--- config.mk ---
export PLATFORM = sky130hd
export DESIGN_NAME = lcd_page_sched
export DESIGN_NICKNAME = d
export VERILOG_FILES = /design/src/rtl/lcd_page_sched.sv
export SDC_FILE = /design/constraint.sdc
export NUM_CORES = 1
export LEC_CHECK = 0
export CORE_AREA = 8 8 502 504
export DETAILED_ROUTE_END_ITERATION = 10
export DIE_AREA = 0 0 510 512
export REMOVE_ABC_BUFFERS = 1
export SYNTH_ARGS = -nofsm -noshare
export SYNTH_HDL_FRONTEND = slang
export SYNTH_SLANG_ARGS = --single-unit
--- constraint.sdc ---
create_clock -name clk -period 3.4 [get_ports clk]
set_input_delay 0.68 -clock clk [delete_from_list [all_inputs] [get_ports clk]]
set_output_delay 0.68 -clock clk [all_outputs]
set_load 0.01 [all_outputs]
--- src/rtl/lcd_page_sched.sv ---
// LCD page scheduler: picks one debug page string, latches it for the
// LCD driver and issues rate-limited driver restarts when the page changes.
module lcd_page_sched #(
  parameter int NPAGE    = 4,
  parameter int RST_CYC  = 16,
  parameter int HOLD_CYC = 25_000_000,
  parameter int ROT_CYC  = 100_000_000
) (
  input  logic                       clk,
  input  logic                       rst,
  input  logic [NPAGE*256-1:0]       page_data,
  input  logic                       btn_next,
  input  logic                       auto_en,
  output logic [255:0]               strdata,
  output logic                       drv_reset,
  output logic [$clog2(NPAGE)-1:0]   page_idx
);

  localparam int PW   = $clog2(NPAGE);
  localparam int RW   = $clog2(ROT_CYC + 1);
  localparam int MAXC = (RST_CYC > HOLD_CYC) ? RST_CYC : HOLD_CYC;
  localparam int CW   = $clog2(MAXC + 1);

  localparam logic [PW-1:0] PG_LAST   = PW'(NPAGE - 1);
  localparam logic [RW-1:0] ROT_LAST  = RW'(ROT_CYC - 1);
  localparam logic [CW-1:0] RST_LAST  = CW'(RST_CYC - 1);
  localparam logic [CW-1:0] HOLD_LAST = CW'(HOLD_CYC - 1);
  localparam logic [255:0]  SPACES    = {32{8'h20}};

  typedef enum logic [1:0] {
    IDLE,
    RESTART,
    HOLD
  } state_t;

  state_t          r_state;
  logic [CW-1:0]   r_cnt;
  logic [RW-1:0]   r_rot;
  logic [PW-1:0]   r_page_idx;
  logic [255:0]    r_snap;
  logic [255:0]    r_strdata;
  logic            r_drv_reset;
  logic            r_dirty;
  logic            r_init;

  logic [255:0]    w_sel;
  logic            w_tick;
  logic            w_adv;
  logic            w_load;
  logic            w_diff;

  assign w_sel  = page_data[{r_page_idx, 8'd0} +: 256];
  assign w_tick = auto_en && (r_rot == ROT_LAST);
  assign w_adv  = btn_next || w_tick;
  // First cycle after reset latches page 0 so the post-reset pulse shows it
  assign w_load = r_init || ((r_state == IDLE) && r_dirty);
  // Snap is being replaced this cycle, so a stale compare must not re-arm
  assign w_diff = (w_sel != r_snap) && !w_load;

  always_ff @(posedge clk) begin
    if (!rst) begin
      r_page_idx <= '0;
      r_rot      <= '0;
    end else begin
      if (w_adv) begin
        r_page_idx <= (r_page_idx == PG_LAST) ? '0 : r_page_idx + PW'(1);
      end
      if (w_adv || !auto_en) begin
        r_rot <= '0;
      end else begin
        r_rot <= r_rot + RW'(1);
      end
    end
  end

  always_ff @(posedge clk) begin
    if (!rst) begin
      r_state     <= RESTART;
      r_cnt       <= '0;
      r_drv_reset <= 1'b1;
      r_strdata   <= SPACES;
      r_snap      <= SPACES;
      r_dirty     <= 1'b0;
      r_init      <= 1'b1;
    end else begin
      r_dirty <= (r_dirty && !w_load) || w_adv || w_diff;
      r_init  <= 1'b0;
      if (w_load) begin
        r_snap    <= w_sel;
        r_strdata <= w_sel;
      end
      unique case (r_state)
        IDLE: begin
          if (r_dirty) begin
            r_state     <= RESTART;
            r_cnt       <= '0;
            r_drv_reset <= 1'b1;
          end
        end
        RESTART: begin
          if (r_cnt == RST_LAST) begin
            r_state     <= HOLD;
            r_cnt       <= '0;
            r_drv_reset <= 1'b0;
          end else begin
            r_cnt <= r_cnt + CW'(1);
          end
        end
        HOLD: begin
          if (r_cnt == HOLD_LAST) begin
            r_state <= IDLE;
            r_cnt   <= '0;
          end else begin
            r_cnt <= r_cnt + CW'(1);
          end
        end
        default: begin
          r_state     <= IDLE;
          r_cnt       <= '0;
          r_drv_reset <= 1'b0;
        end
      endcase
    end
  end

  assign strdata   = r_strdata;
  assign drv_reset = r_drv_reset;
  assign page_idx  = r_page_idx;

endmodule
Word level (Yosys, flattened, before mapping)

Index checks and enable logic that the tools add are counted.

Register bits: 315
Logic and storage cells: 52
Bits of input ports: 1028
Output and inout port bits: 259

Muxes and demuxes: 13
Equality and inequality tests: 10
Reduce and logical (&&, ||, !) cells: 15
Shift operators: 1
Add/subtract/negate cells: 3
Bitwise logic cells: 2

Operators by type and width:

| cell                                                                   | number |
|---|---|
| 1024-bit by 11-bit variable part select with 256-bit output            | 1 |
| 256-bit != test                                                        | 1 |
| 25-bit 2-to-1 mux                                                      | 3 |
| 25-bit case mux with 3 select lines                                    | 1 |
| 27-bit by 1-bit adder with 27-bit output, second input constant        | 1 |
| 27-bit equality test, second input constant                            | 1 |
| 25-bit by 1-bit adder with 25-bit output, second input constant        | 1 |
| 25-bit equality test, second input constant                            | 1 |
| 25-bit by 4-bit equality test with 1-bit output, second input constant | 1 |
| 2-bit 2-to-1 mux                                                       | 4 |
| 2-bit != test, second input constant                                   | 3 |
| 2-bit case mux with 3 select lines                                     | 1 |
| 3-bit AND reduction                                                    | 2 |
| 1-bit logical OR                                                       | 5 |
| 2-bit equality test, second input constant                             | 2 |
| 1-bit logical AND                                                      | 4 |
| 1-bit 2-to-1 mux                                                       | 3 |
| 1-bit case mux with 3 select lines                                     | 1 |
| 2-bit by 1-bit adder with 2-bit output, second input constant          | 1 |
| 2-bit by 1-bit equality test with 1-bit output, second input constant  | 1 |
| 1-bit zero test                                                        | 2 |
| 2-bit zero test                                                        | 1 |
| 1-bit NOT                                                              | 2 |
| 2-bit OR reduction                                                     | 1 |

Longest topological paths before layout

Depth after elaboration: 7
Gate-level depth with buffers: 12

Worst setup path before layout

OpenSTA, ideal clock, no wires.

Kind: register -> register
Start point: reg r_page_idx[0] (netlist: page_idx[0])
End point: reg r_dirty
Path buffers: 4
Data arrival time: 2579 ps
Stages on the path, launching flop included: 12
Path slack: 692 ps
Library setup time: 129 ps
Path through: dfxtp_1 -> buf_6 -> buf_12 -> buf_6 -> buf_2 -> mux4_2 -> xnor2_1 -> nand4_1 -> nor4_1 -> nand4_1 -> nor4_2 -> a31oi_1

Word-level cells in the longest chain between the ends: 4

RTL lines:

| item                                                        | RTL line | RTL |
|---|---|---|
| start, declared                                             | 39       | `logic [PW-1:0] r_page_idx;` |
| start signal, assigned                                      | 66       | `r_page_idx <= (r_page_idx == PG_LAST) ? '0 : r_page_idx + PW'(1);` |
| 1024-bit by 11-bit variable part select with 256-bit output | 52       | `assign w_sel = page_data[{r_page_idx, 8'd0} +: 256];` |
| 256-bit != test                                             | 58       | `assign w_diff = (w_sel != r_snap) && !w_load;` |
| 1-bit logical AND                                           | 58       |  |
| 1-bit logical OR                                            | 86       | `r_dirty <= (r_dirty && !w_load) \|\| w_adv \|\| w_diff;` |
| end signal, assigned                                        | 86       |  |
| end, declared                                               | 43       | `logic r_dirty;` |

No other way between the ends.
A chain may end at the register's enable or synchronous reset.

Worst setup path in the final report

Ends and elaborated chain as after synthesis.

==> run metrics <==
clock power share=between 30% and 40%; Reg clk slew, reported paths=about 0.06 ns; Setup crit end=r_dirty$_SDFF_PN0_; Syn Std Cell Area=between 0.02 and 0.025 mm^2; Starting Density=8.60%; Num CTS Buffers=47; end of the worst register-to-register path=r_dirty$_SDFF_PN0_; die span in x=roughly 510 um; peak supply drop=between 0.0003 and 0.0004 V; area of placed instances=0.0388 mm^2; status=finished, violations left; Residual DRC=0; P_int=10.0 mW; Clock Path Buffers=3; Net Sw Power=5.88 mW; CTS tree=done; FP Rows=182; detailed placement HPWL=236000 um; critical hold path startpoint=strdata[220]$_SDFFE_PN0P_; gr usage total=19.0%; gp weighted congestion=approximately 0.94; via count=~26000; share of cells above drive strength 1=14.2%; CP Max Fanout=31; Yosys reg bits=315; I/O pin count=~1300; synth top area cells=dfxtp_1 30%, mux4_2 26%, nand2_1 9.6%; Pins Over Slew Limit=0; Relative slew margins=27.3%; Distinct cells, synth=64; WL final=261000 um; layout overhead on the synthesized area=93.2%; crit path launch=page_idx[0]$_SDFFE_PN0P_; Final min period=3.61 ns; combinational share of power=41.0%; syn_area_per_cell=~9.4 um^2; commonest cells after routing, fill and taps aside=1285 x clkdlybuf4s50_1, 539 x nand2_1, 313 x dfxtp_1; FILL cells=27300; yosys warns=0; hold-fix buffers at CTS=0; LEAKAGE=roughly 14 nW; Crit path required time=a little under 4 ns; die area=0.261 mm^2; Post-Syn Instances=2227; DR iter-0 viols=1829; post-layout net count=~4600; CTS H-Tree Depth=2; root cell of the clock tree=clkbuf_16; port bufs=1286; DRT Pass-1 Iters=5; predominant post-synthesis flop cell=dfxtp_1; final instance area=a little over 0.04 mm^2; RSZ-0062 raised after global routing=yes; GR Overflow Total=0; worst reg2reg path startpoint=page_idx[0]$_SDFFE_PN0P_; failing checks=setup timing; Power, Total=15.9 mW; clk_skew=0.0334 ns; Crit Path Class=reg -> reg; global-route wire length before repair=roughly 320000 um; antenna violations before repair=between 300 and 400; class of the worst hold path=reg -> reg; cell depth of the worst flop-to-flop path=8; r2r setup slk=-0.21 ns; largest net degree at the start of global routing=103; register area share after synthesis=30.0%; Net Sw Frac=between 30% and 40%; post-route setup slack=-0.215 ns; Detail Route Antenna Nets=0; die height=512 um; DR WL/cell=approximately 38 um; area leader, netlist=dfxtp_1; Final Hold Viols=0; final cycle utilization of the critical path=106%; max-cap viol count=0; Cell Pwr Density=391 mW/mm^2; final setup vio count=1; worst-margin pin slew=1.09 ns; top-area cell type share of the netlist area=30.0%; CP Data Arrival Time=4.16 ns; Setup TNS=-0.215 ns; critical path capture point type=register; sequential power share=28.3%; Core Util, Final=16.6%; number of flops mapped to enable cells by yosys=0; vias per cell=3.78; FMAX=277 MHz; most common cell after layout, fill and taps aside=clkdlybuf4s50_1; core area=between 0.2 and 0.25 mm^2; Worst Setup Start Kind=register; # clock sinks=around 320; asr flop ratio synth=0%; Worst-Skew Late Latency=~0.67 ns; vias in the first global route=around 26000
[synth_stat cells, types with 7 or more instances]
library cell and n:
nand4_1 56, nor3_1 16, nor2b_1 9, o21ai_0 14, o211ai_1 14, clkbuf_1 102, and3_1 15, mux4_2 242
a21oi_1 236, buf_6 9, inv_1 63, a221oi_1 7, mux2i_1 50, nor4_1 31, nor2_1 79, nand3_1 37
buf_4 11, buf_2 15, buf_1 14, nand2_1 539, dfxtp_1 315, xor2_1 92, o22ai_1 14, xnor2_1 145
[area by class of cell]
class	instances	area, um^2	area share [%]
Antenna cell	72	180	0.444
Clock buffer	66	1340	3.29
Clock inverter	12	116	0.287
Inverter	65	251	0.619
Multi-Input combinational cell	1690	13800	33.9
Sequential cell	315	6310	15.5
Tap cell	3220	4030	9.92
Timing Repair Buffer	1468	14600	36.0
[repair_timing]
item,4_1_cts,5_1_grt
setup buffers,4,1
cloned,1,0
pin swaps,4,3
resized for setup,15,5
setup endpoints to repair,1,1
[metal layers]
metal  vias up  wire [um]  GRT usage (%)
met5         -       1300              0
met4       202       6020           3.29
met2      1670     117000           31.1
met1     12800     102000           22.2
met3       570      33700           10.4
li1      10900          -              -
[registers in the layout, summed over array words and instances (netlist names)]
name and cells:
drv_reset 1, page_idx 2, r_cnt 25, r_dirty 1
r_init 1, r_rot 27, r_state 2, strdata 256
[power groups by stage]
stage          registers [mW]  logic (mW)  clock network, mW
5_1_grt                  4.54        6.91               5.18
4_1_cts                  4.49        6.62               5.11
3_3_place_gp             4.54        6.55                  0
3_5_place_dp             4.57        6.56                  0
6_report                 4.49        6.51               4.88
2_1_floorplan            4.78        2.59                  0
[worst max-delay path, stage by stage, from the launching register on]
cell	delay, ns
dfxtp_4	0.42
buf_4	0.19
buf_12	0.25
mux4_2	0.66
a221oi_1	0.77
nand4_1	0.35
or3_1	0.42
nor4_2	0.27
a31oi_1	0.12
[worst min-delay path by stage]
| stage | end | slack (ns) | depth (start not counted) |
|---|---|---|---|
| after floorplan | r_rot[0]$_SDFF_PP0_ | 0.43 | 1 |
| after global placement | r_rot[0]$_SDFF_PP0_ | 0.44 | 1 |
| after detailed placement | strdata[103]$_SDFFE_PN0P_ | 0.46 | 2 |
| after CTS | strdata[29]$_SDFFE_PN1P_ | 0.42 | 2 |
| after global routing | strdata[29]$_SDFFE_PN1P_ | 0.46 | 2 |
| final | strdata[220]$_SDFFE_PN0P_ | 0.47 | 2 |
[kinds of logic (layout without fill, tap and decap cells)]
group	after synthesis	count (layout)	synth area share, %
AND/OR/NAND/NOR	802	802	16.3
AO/OA/AOI/OAI	347	347	9.78
flip-flops	315	315	30.0
multiplexers	298	298	28.7
XOR/XNOR	237	237	9.88
buffers and inverters	222	1611	4.97
adder cells (fa/ha/maj)	6	6	0.357
other	0	72	0
[stage by stage]
stage / std cells / setup slack, ns / hold slack, ns
6_report: 6908 / -0.215 / 0.466
5_1_grt: 6849 / -0.367 / 0.463
3_3_place_gp: 6752 / -1.46 / 0.438
4_1_cts: 6835 / -0.367 / 0.422
2_1_floorplan: 2070 / -10.87 / 0.430
3_5_place_dp: 6752 / -1.32 / 0.460
No activity file was read; power rests on OpenSTA's default activity.
